$ cat config.mk
export PLATFORM = sky130hd
export DESIGN_NAME = tia_audio
export DESIGN_NICKNAME = d
export VERILOG_FILES = /design/src/rtl/tia_audio_pkg.sv /design/src/rtl/tia_audio_channel.sv /design/src/rtl/tia_audio.sv
export SDC_FILE = /design/constraint.sdc
export NUM_CORES = 1
export LEC_CHECK = 0
export CORE_MARGIN = 4
export CORE_UTILIZATION = 39
export DETAILED_ROUTE_END_ITERATION = 12
export HOLD_SLACK_MARGIN = 0.06
export REMOVE_ABC_BUFFERS = 1
export SYNTH_ARGS = -nofsm -noshare
export SYNTH_HDL_FRONTEND = slang
export SYNTH_SLANG_ARGS = --single-unit
$ cat constraint.sdc
create_clock -name Clk -period 5.6 [get_ports Clk]
set_input_delay 0.84 -clock Clk [delete_from_list [all_inputs] [get_ports Clk]]
set_output_delay 0.84 -clock Clk [all_outputs]
set_load 0.1 [all_outputs]
$ cat src/rtl/tia_audio_pkg.sv
// Shared constants for the TIA audio block:
// register map, AUDC modes, LFSR seeds/taps.
package tia_audio_pkg;

  localparam logic [2:0] ADDR_AUDC0 = 3'd0;
  localparam logic [2:0] ADDR_AUDC1 = 3'd1;
  localparam logic [2:0] ADDR_AUDF0 = 3'd2;
  localparam logic [2:0] ADDR_AUDF1 = 3'd3;
  localparam logic [2:0] ADDR_AUDV0 = 3'd4;
  localparam logic [2:0] ADDR_AUDV1 = 3'd5;

  typedef enum logic [3:0] {
    MODE_SET     = 4'd0,
    MODE_POLY4   = 4'd1,
    MODE_D31_P4  = 4'd2,
    MODE_P5_P4   = 4'd3,
    MODE_SQ_A    = 4'd4,
    MODE_SQ_B    = 4'd5,
    MODE_DUTY_A  = 4'd6,
    MODE_POLY5_A = 4'd7,
    MODE_POLY9   = 4'd8,
    MODE_POLY5_B = 4'd9,
    MODE_DUTY_B  = 4'd10,
    MODE_SET_B   = 4'd11,
    MODE_DIV6_A  = 4'd12,
    MODE_DIV6_B  = 4'd13,
    MODE_DIV93   = 4'd14,
    MODE_P5DIV6  = 4'd15
  } audc_e;

  localparam logic [3:0] P4_SEED = 4'hF;
  localparam logic [4:0] P5_SEED = 5'h1F;
  localparam logic [8:0] P9_SEED = 9'h1FF;

  // Feedback is p[0] ^ p[TAP]
  localparam int P4_TAP = 1;
  localparam int P5_TAP = 2;
  localparam int P9_TAP = 4;

  localparam logic [4:0] DUTY_TH = 5'd18;

endpackage

$ cat src/rtl/tia_audio_channel.sv
// One TIA audio channel: divider, LFSRs,
// aux counters and AUDC mode output.
module tia_audio_channel
  import tia_audio_pkg::*;
(
  input  logic       Clk,
  input  logic       Reset,
  input  logic       tick_i,
  input  logic [3:0] audc_i,
  input  logic [4:0] audf_i,
  input  logic [3:0] audv_i,
  output logic [3:0] amp_o
);

  logic [4:0] div_q, div_d;
  logic [1:0] d3_q, d3_d, d3_n;
  logic [4:0] d31_q, d31_d, d31_n;
  logic [3:0] p4_q, p4_d, p4_n;
  logic [4:0] p5_q, p5_d, p5_n;
  logic [8:0] p9_q, p9_d, p9_n;
  logic       out_q, out_d;
  logic       step;
  logic       p4_adv;
  audc_e      mode;

  assign mode  = audc_e'(audc_i);
  assign step  = tick_i && (div_q == audf_i);
  assign d3_n  = (d3_q == 2'd2) ? 2'd0 : d3_q + 2'd1;
  assign d31_n = (d31_q == 5'd30) ? 5'd0
                                  : d31_q + 5'd1;
  assign p4_n  = {p4_q[0] ^ p4_q[P4_TAP], p4_q[3:1]};
  assign p5_n  = {p5_q[0] ^ p5_q[P5_TAP], p5_q[4:1]};
  assign p9_n  = {p9_q[0] ^ p9_q[P9_TAP], p9_q[8:1]};

  always_comb begin
    p4_adv = 1'b1;
    case (mode)
      MODE_D31_P4: p4_adv = (d31_n == 5'd0);
      MODE_P5_P4:  p4_adv = p5_n[0];
      default:     p4_adv = 1'b1;
    endcase
  end

  always_comb begin
    div_d = div_q;
    d3_d  = d3_q;
    d31_d = d31_q;
    p4_d  = p4_q;
    p5_d  = p5_q;
    p9_d  = p9_q;
    out_d = out_q;
    if (tick_i)
      div_d = step ? 5'd0 : div_q + 5'd1;
    if (step) begin
      d3_d  = d3_n;
      d31_d = d31_n;
      p5_d  = p5_n;
      p9_d  = p9_n;
      if (p4_adv)
        p4_d = p4_n;
      case (mode)
        MODE_SET, MODE_SET_B:
          out_d = 1'b1;
        MODE_POLY4, MODE_D31_P4, MODE_P5_P4:
          out_d = p4_d[0];
        MODE_SQ_A, MODE_SQ_B:
          out_d = ~out_q;
        MODE_DUTY_A, MODE_DUTY_B:
          out_d = (d31_n < DUTY_TH);
        MODE_POLY5_A, MODE_POLY5_B:
          out_d = p5_n[0];
        MODE_POLY9:
          out_d = p9_n[0];
        MODE_DIV6_A, MODE_DIV6_B:
          out_d = out_q ^ (d3_n == 2'd0);
        MODE_DIV93:
          out_d = out_q ^ (d31_n == 5'd0);
        MODE_P5DIV6:
          out_d = out_q ^ ((d3_n == 2'd0) && p5_n[0]);
        default:
          out_d = out_q;
      endcase
    end
  end

  always_ff @(posedge Clk or posedge Reset) begin
    if (Reset) begin
      div_q <= '0;
      d3_q  <= '0;
      d31_q <= '0;
      p4_q  <= P4_SEED;
      p5_q  <= P5_SEED;
      p9_q  <= P9_SEED;
      out_q <= 1'b0;
    end else begin
      div_q <= div_d;
      d3_q  <= d3_d;
      d31_q <= d31_d;
      p4_q  <= p4_d;
      p5_q  <= p5_d;
      p9_q  <= p9_d;
      out_q <= out_d;
    end
  end

  assign amp_o = out_q ? audv_i : 4'd0;

endmodule

$ cat src/rtl/tia_audio.sv
// Two-channel TIA audio: register file,
// two channel generators and the mixer.
module tia_audio
  import tia_audio_pkg::*;
(
  input  logic       Clk,
  input  logic       Reset,
  input  logic       AudTick,
  input  logic       WrEn,
  input  logic [2:0] WrAddr,
  input  logic [4:0] WrData,
  output logic [4:0] AudioOut
);

  logic [3:0] audc0_q, audc0_d, audc1_q, audc1_d;
  logic [4:0] audf0_q, audf0_d, audf1_q, audf1_d;
  logic [3:0] audv0_q, audv0_d, audv1_q, audv1_d;
  logic [3:0] amp0, amp1;
  logic [4:0] mix_q, mix_d;

  always_comb begin
    audc0_d = audc0_q;
    audc1_d = audc1_q;
    audf0_d = audf0_q;
    audf1_d = audf1_q;
    audv0_d = audv0_q;
    audv1_d = audv1_q;
    if (WrEn) begin
      case (WrAddr)
        ADDR_AUDC0: audc0_d = WrData[3:0];
        ADDR_AUDC1: audc1_d = WrData[3:0];
        ADDR_AUDF0: audf0_d = WrData;
        ADDR_AUDF1: audf1_d = WrData;
        ADDR_AUDV0: audv0_d = WrData[3:0];
        ADDR_AUDV1: audv1_d = WrData[3:0];
        default: ;
      endcase
    end
  end

  always_ff @(posedge Clk or posedge Reset) begin
    if (Reset) begin
      audc0_q <= '0;
      audc1_q <= '0;
      audf0_q <= '0;
      audf1_q <= '0;
      audv0_q <= '0;
      audv1_q <= '0;
    end else begin
      audc0_q <= audc0_d;
      audc1_q <= audc1_d;
      audf0_q <= audf0_d;
      audf1_q <= audf1_d;
      audv0_q <= audv0_d;
      audv1_q <= audv1_d;
    end
  end

  // Channels see the pre-write registers on a
  // write/tick collision.
  tia_audio_channel u_ch0 (
    .Clk    (Clk),
    .Reset  (Reset),
    .tick_i (AudTick),
    .audc_i (audc0_q),
    .audf_i (audf0_q),
    .audv_i (audv0_q),
    .amp_o  (amp0)
  );

  tia_audio_channel u_ch1 (
    .Clk    (Clk),
    .Reset  (Reset),
    .tick_i (AudTick),
    .audc_i (audc1_q),
    .audf_i (audf1_q),
    .audv_i (audv1_q),
    .amp_o  (amp1)
  );

  assign mix_d = {1'b0, amp0} + {1'b0, amp1};

  always_ff @(posedge Clk or posedge Reset) begin
    if (Reset) mix_q <= '0;
    else       mix_q <= mix_d;
  end

  assign AudioOut = mix_q;

endmodule

==> results_dict.tcl, run 1 <==
set metrics [dict create \
    core.rowCount 39 \
    drt-vias-per-instance 5.07 \
    crit_type "input port to flip-flop" \
    grt_max_degree 55 \
    firstDrtPassIters 4 \
    crit_start "AudTick" \
    routed_wl_um 7520 \
    synthArstFlopShare 1.00 \
    place_worst_setup_slack_ns 2.29 \
    post-route-period-util 0.526 \
    crit_fanout 23 \
    synth_edf_count 0 \
    fp.dieW_um 117 \
    worst_pin_slew_ns 0.986 \
    endpoint_kind "flip-flop" \
    path_cells "clkdlybuf4s50_1, and3_1, o2111ai_1, a2111oi_2, nor2_1" \
    final_cell_mix "dfrtp_1 (57), mux2_2 (57), dfstp_2 (36)" \
    r2r_setup_slack_ns 3.16 \
    clock-root-buffer "clkbuf_16" \
    timing.hold.ws_ns 0.475 \
    cellLeakagePower_uw 0.00218 \
    clkTransAtPathRegs_ns 0.06 \
    cts_buffers 9 \
    finalSetupViolCount 0 \
    die_area_mm2 0.0136 \
    syn-cell-area_mm2 0.00460 \
    r2r_cells 6 \
    first_iter_violations 102 \
    synth.yosys.warnings 0 \
    ctsResizeCount 0 \
    htree_levels 3 \
    antenna_left 0 \
    clock.fmax_mhz 340 \
    syn_to_final_growth_pct 12.8 \
    crit_required_ns 5.82 \
    yosysSeqAreaShare 0.516 \
    gp_congestion 0.771 \
    slew_headroom 0.333 \
    r2r_start "u_ch0.div_q[3]$_DFFE_PP0P_" \
    clk_latency_ns 0.34 \
    setup_tns_ns 0 \
    max-vdd-ir-drop_mv 0.267 \
    reg_top3 "u_ch0.p9_q: 9 flops, u_ch1.p9_q: 9 flops" \
    critical-path-slowest-cell "and3_1" \
    dieHeight_um 117 \
    setup_slack_ns 2.66 \
    n_antenna_cell 0 \
    final_area_mm2 0.00519 \
    crit_arrival_ns 3.16 \
    grt_first_pass_wirelength_um 13300 \
    cp-endpoint "u_ch0.out_q$_DFFE_PP0P_" \
    rsz0062_at_grt "false" \
    min_period_ns 2.94 \
    pin_count 17 \
    post_cts_buffers 0 \
    drc_errors 0 \
    synth_seq_cells 93 \
    hpwlAfterDp_um 5080 \
    synthCells 387 \
    cts.sinks 93 \
    hold_class "flip-flop to flip-flop" \
    nNetsFinal 424 \
    port_buffers 16 \
    core_mm2 0.0115 \
    start_kind "input port" \
    grt_antenna_before_repair 0 \
    cts_tree "built" \
    grt_remaining_overflow 0 \
    avgSynthCellArea_um2 11.9 \
    cts_max_path_buffers 2 \
    grt_use_total 0.123 \
    grt_pass1_vias 2767 \
    synthFlopType "dfrtp_1" \
    finalHoldViolations 0 \
    slowest_delay_ns 0.85 \
    ys_types 66 \
    drv_cap 0 \
    rr_endpoint "u_ch0.out_q$_DFFE_PP0P_" \
    fin_skew_ns 0.00629 \
    vias 2785 \
    initial_core_util 0.401 \
    avgRoutedWirePerCell_um 13.7 \
    placed_area_mm2 0.00487 \
    drive_above_1_share 0.318 \
    pwr_density_cell_mw_per_mm2 495 \
    status "finished, final reports clean" \
    final_max_slew_viol_count 0 \
    cts_hold_buf 0 \
]
==> report_power, final <==
group,switching [uW],total (uW),internal (uW)
logic,426,791,366
clock network,253,622,369
registers,207,1150,947
total,885,2570,1680
==> synth_stat cells (all sizes together) (2+ instances only) <==
| cell | number | area share |
|---|---|---|
| mux2 | 61 | 0.15 |
| nand3b | 2 | 0.0033 |
| o22ai | 2 | 0.0027 |
| xnor2 | 10 | 0.019 |
| nand4 | 4 | 0.0054 |
| nor4 | 2 | 0.0027 |
| and3 | 3 | 0.0044 |
| a31oi | 3 | 0.0041 |
| clkbuf | 5 | 0.0044 |
| inv | 14 | 0.011 |
| a41oi | 2 | 0.0038 |
| a21boi | 4 | 0.0065 |
| nor3 | 3 | 0.0044 |
| o21ai | 15 | 0.016 |
| o21a | 2 | 0.0033 |
| o2111ai | 2 | 0.0038 |
| and2 | 6 | 0.0082 |
| buf | 11 | 0.015 |
| ha | 10 | 0.027 |
| dfstp | 36 | 0.21 |
| dfrtp | 57 | 0.31 |
| nand2b | 5 | 0.0068 |
| a211oi | 2 | 0.0044 |
| nor2b | 4 | 0.0054 |
| xor2 | 16 | 0.030 |
| o211ai | 3 | 0.0049 |
| nand3 | 3 | 0.0044 |
| nand2 | 27 | 0.024 |
| mux2i | 5 | 0.011 |
| nor3b | 2 | 0.0033 |
| and4 | 4 | 0.0082 |
| a21oi | 12 | 0.013 |
| nor2 | 27 | 0.022 |
| and4b | 2 | 0.0044 |
==> worst min-delay path by stage <==
stage                         startpoint                   endpoint  slack [ns]  cells past startpoint
5_1_grt        u_ch0.d3_q[0]$_DFFE_PP0P_  u_ch0.d3_q[0]$_DFFE_PP0P_        0.49                      1
3_5_place_dp   u_ch0.d3_q[0]$_DFFE_PP0P_  u_ch0.d3_q[0]$_DFFE_PP0P_        0.47                      1
2_1_floorplan  u_ch0.d3_q[0]$_DFFE_PP0P_  u_ch0.d3_q[0]$_DFFE_PP0P_        0.45                      1
3_3_place_gp   u_ch0.d3_q[0]$_DFFE_PP0P_  u_ch0.d3_q[0]$_DFFE_PP0P_        0.46                      1
6_report       u_ch0.d3_q[0]$_DFFE_PP0P_  u_ch0.d3_q[0]$_DFFE_PP0P_        0.48                      1
4_1_cts        u_ch0.d3_q[0]$_DFFE_PP0P_  u_ch0.d3_q[0]$_DFFE_PP0P_        0.48                      1
==> worst max-delay path: cells and delay by family <==
family,cells,cell delay (ns)
AOI/OAI and AO/OA,2,0.63
buffers and inverters,1,0.77
and+or+nand+nor,2,0.92
==> area by class of cell <==
cell class / instances / area, um2
clock buffer: 13 / 293
clock inverter: 3 / 22.5
fill: 1038 / 6280
inverter: 14 / 53.8
multi-input combinational: 264 / 2090
sequential: 93 / 2370
tap: 143 / 179
timing repair buffer: 19 / 183
==> stage by stage <==
step            util  total power, uW  instances
5_1_grt        0.452             2760        549
3_5_place_dp   0.425             1960        533
2_1_floorplan      -             1770        371
4_1_cts        0.452             2600        549
6_report       0.452             2570        549
3_3_place_gp   0.425             1940        533
==> layer usage <==
| metal | part of all wire | track usage | vias up |
|---|---|---|---|
| li1 | - | - | 1402 |
| met1 | 0.52 | 0.178 | 1347 |
| met2 | 0.44 | 0.177 | 26 |
| met3 | 0.023 | 0.0259 | 10 |
| met4 | 0.020 | 0.0573 | 0 |
| met5 | 0 | 0 | - |
==> logic make-up (layout without fill, tap and decap cells) <==
group | count (synthesis) | in the layout | synth area share
xor+xnor | 26 | 26 | 0.0495
flops | 93 | 93 | 0.516
mux | 66 | 66 | 0.163
simple gates | 102 | 102 | 0.122
fa+ha+maj | 11 | 11 | 0.0316
buf+inv | 30 | 49 | 0.0307
compound gates | 59 | 59 | 0.0871
Power figures use the tool's default switching activity.
==> run 2: changes to the inputs <==
==> constraint.sdc (replaced) <==
create_clock -name Clk -period 2.5 [get_ports Clk]
set_input_delay 0.375 -clock Clk [delete_from_list [all_inputs] [get_ports Clk]]
set_output_delay 0.375 -clock Clk [all_outputs]
set_load 0.1 [all_outputs]
==> run 2 against run 1 <==
Core utilization shrank 0.12 points. Combinational power rose by 130%. Die area is the same. Sequential share of layout area grew 0.12 points. Critical endpoint unchanged.
==> results_dict.tcl, run 2 (synthesized netlist as in run 1, its figures left out) <==
set metrics [dict create \
    status "finished, final reports clean" \
    finalHoldViolations 0 \
    timing.hold.ws_ns 0.320 \
    n_antenna_cell 0 \
    min_period_ns 2.29 \
    gp_congestion 0.855 \
    crit_type "flip-flop to flip-flop" \
    r2r_start "u_ch0.d31_q[0]$_DFFE_PP0P_" \
    cellLeakagePower_uw 0.00219 \
    clkTransAtPathRegs_ns 0.06 \
    drc_errors 0 \
    post-route-period-util 0.918 \
    crit_arrival_ns 2.51 \
    worst_pin_slew_ns 0.574 \
    grt_first_pass_wirelength_um 13600 \
    grt_antenna_before_repair 0 \
    fp.dieW_um 117 \
    cts_hold_buf 0 \
    grtUsageMet1 0.180 \
    clock.fmax_mhz 436 \
    place_worst_setup_slack_ns 0.226 \
    antenna_left 0 \
    fin_skew_ns 0.00474 \
    drt-vias-per-instance 5.12 \
    slowest_delay_ns 0.54 \
    busiest_layer "met2" \
    cts.sinks 93 \
    finalPower_uw 5590 \
    htree_levels 3 \
    port_buffers 16 \
    firstDrtPassIters 4 \
    finalSetupViolCount 0 \
    nNetsFinal 429 \
    initial_core_util 0.401 \
    rsz0062_at_grt "false" \
    avgRoutedWirePerCell_um 13.8 \
    clk_latency_ns 0.33 \
    core_mm2 0.0115 \
    cts_max_path_buffers 2 \
    grt_use_met2 0.186 \
    start_kind "flip-flop" \
    clock-root-buffer "clkbuf_16" \
    vias 2837 \
    placed_area_mm2 0.00491 \
    dieHeight_um 117 \
    grt_use_total 0.126 \
    endpoint_kind "flip-flop" \
    final_cell_mix "dfrtp_1 (57), mux2_2 (57), dfstp_2 (36)" \
    critical-path-slowest-cell "or4_4" \
    syn_to_final_growth_pct 12.5 \
    post_cts_buffers 0 \
    grt_remaining_overflow 0 \
    max-vdd-ir-drop_mv 0.673 \
    final_max_slew_viol_count 0 \
    setup_tns_ns 0 \
    ctsResizeCount 0 \
    cts_buffers 9 \
    final_area_mm2 0.00517 \
    pin_count 17 \
    core.rowCount 39 \
    grt_pass1_vias 2823 \
    path_cells "ha_1, nor2b_1, a32o_2, or4_4, and4_1, a2111oi_2, nor2_1" \
    met3_usage 0.0238 \
    crit_required_ns 2.72 \
    drv_cap 0 \
    die_area_mm2 0.0136 \
    cts_tree "built" \
    setup_slack_ns 0.206 \
    grt_max_degree 75 \
    drive_above_1_share 0.331 \
    hpwlAfterDp_um 5290 \
    routed_wl_um 7650 \
    first_iter_violations 80 \
    hold_class "input port to asynchronous set/reset pin" \
    pwr_density_cell_mw_per_mm2 1080 \
    crit_start "u_ch0.d31_q[0]$_DFFE_PP0P_" \
    slew_headroom 0.614 \
    crit_fanout 7 \
    reg_top3 "u_ch0.p9_q: 9 flops, u_ch1.p9_q: 9 flops" \
]
==> run 2: cell types whose count changed in the layout (fill, tap and decap cells not counted), sizes merged <==
cell / delta
buf: +10
clkbuf: +1
clkdlybuf4s50: -5
inv: -1
==> run 2: worst max-delay path: cells and delay by family, from the launching register on <==
family / cells / cell delay [ns]
AO/OA/AOI/OAI: 2 / 0.49
adder cells (fa/ha/maj): 1 / 0.29
flip-flops: 1 / 0.44
AND/OR/NAND/NOR: 4 / 0.96
==> run 2: final timing paths <==
kind	to	slack, ns	depth (start not counted)
worst max-delay path	u_ch0.out_q$_DFFE_PP0P_	0.21	7
worst min-delay path	u_ch1.d3_q[0]$_DFFE_PP0P_	0.32	2
worst max register to register	u_ch0.out_q$_DFFE_PP0P_	0.21	7
worst min register to register	u_ch0.d3_q[0]$_DFFE_PP0P_	0.47	1
max in group asynchronous	u_ch0.p5_q[3]$_DFFE_PP1P_	1.47	3
min in group Clk	u_ch0.d3_q[0]$_DFFE_PP0P_	0.47	1
==> run 2: area by class of cell <==
class / count / area (um2)
clock inverter: 2 / 10.0
fill: 1045 / 6290
clock buffer: 14 / 254
sequential: 93 / 2370
multi-input combinational: 264 / 2090
inverter: 14 / 53.8
timing repair buffer: 24 / 220
tap: 143 / 179
==> run 2: metrics by stage <==
| step | instances | utilization |
|---|---|---|
| 4_1_cts | 554 | 0.451 |
| 3_3_place_gp | 538 | 0.428 |
| 3_5_place_dp | 538 | 0.428 |
| 2_1_floorplan | 371 | - |
| 6_report | 554 | 0.451 |
| 5_1_grt | 554 | 0.451 |
==> run 2: per-layer routing <==
layer	wire length, um	up-vias
li1	-	1410
met1	3890	1387
met2	3420	27
met3	175	13
met4	159	0
met5	0	-
==> run 2: where the power goes <==
part | switching, uW | internal [uW] | leakage [uW] | total [uW]
clock | 523 | 699 | 0.000131 | 1220
combinational | 966 | 817 | 0.000991 | 1780
sequential | 460 | 2120 | 0.00107 | 2580
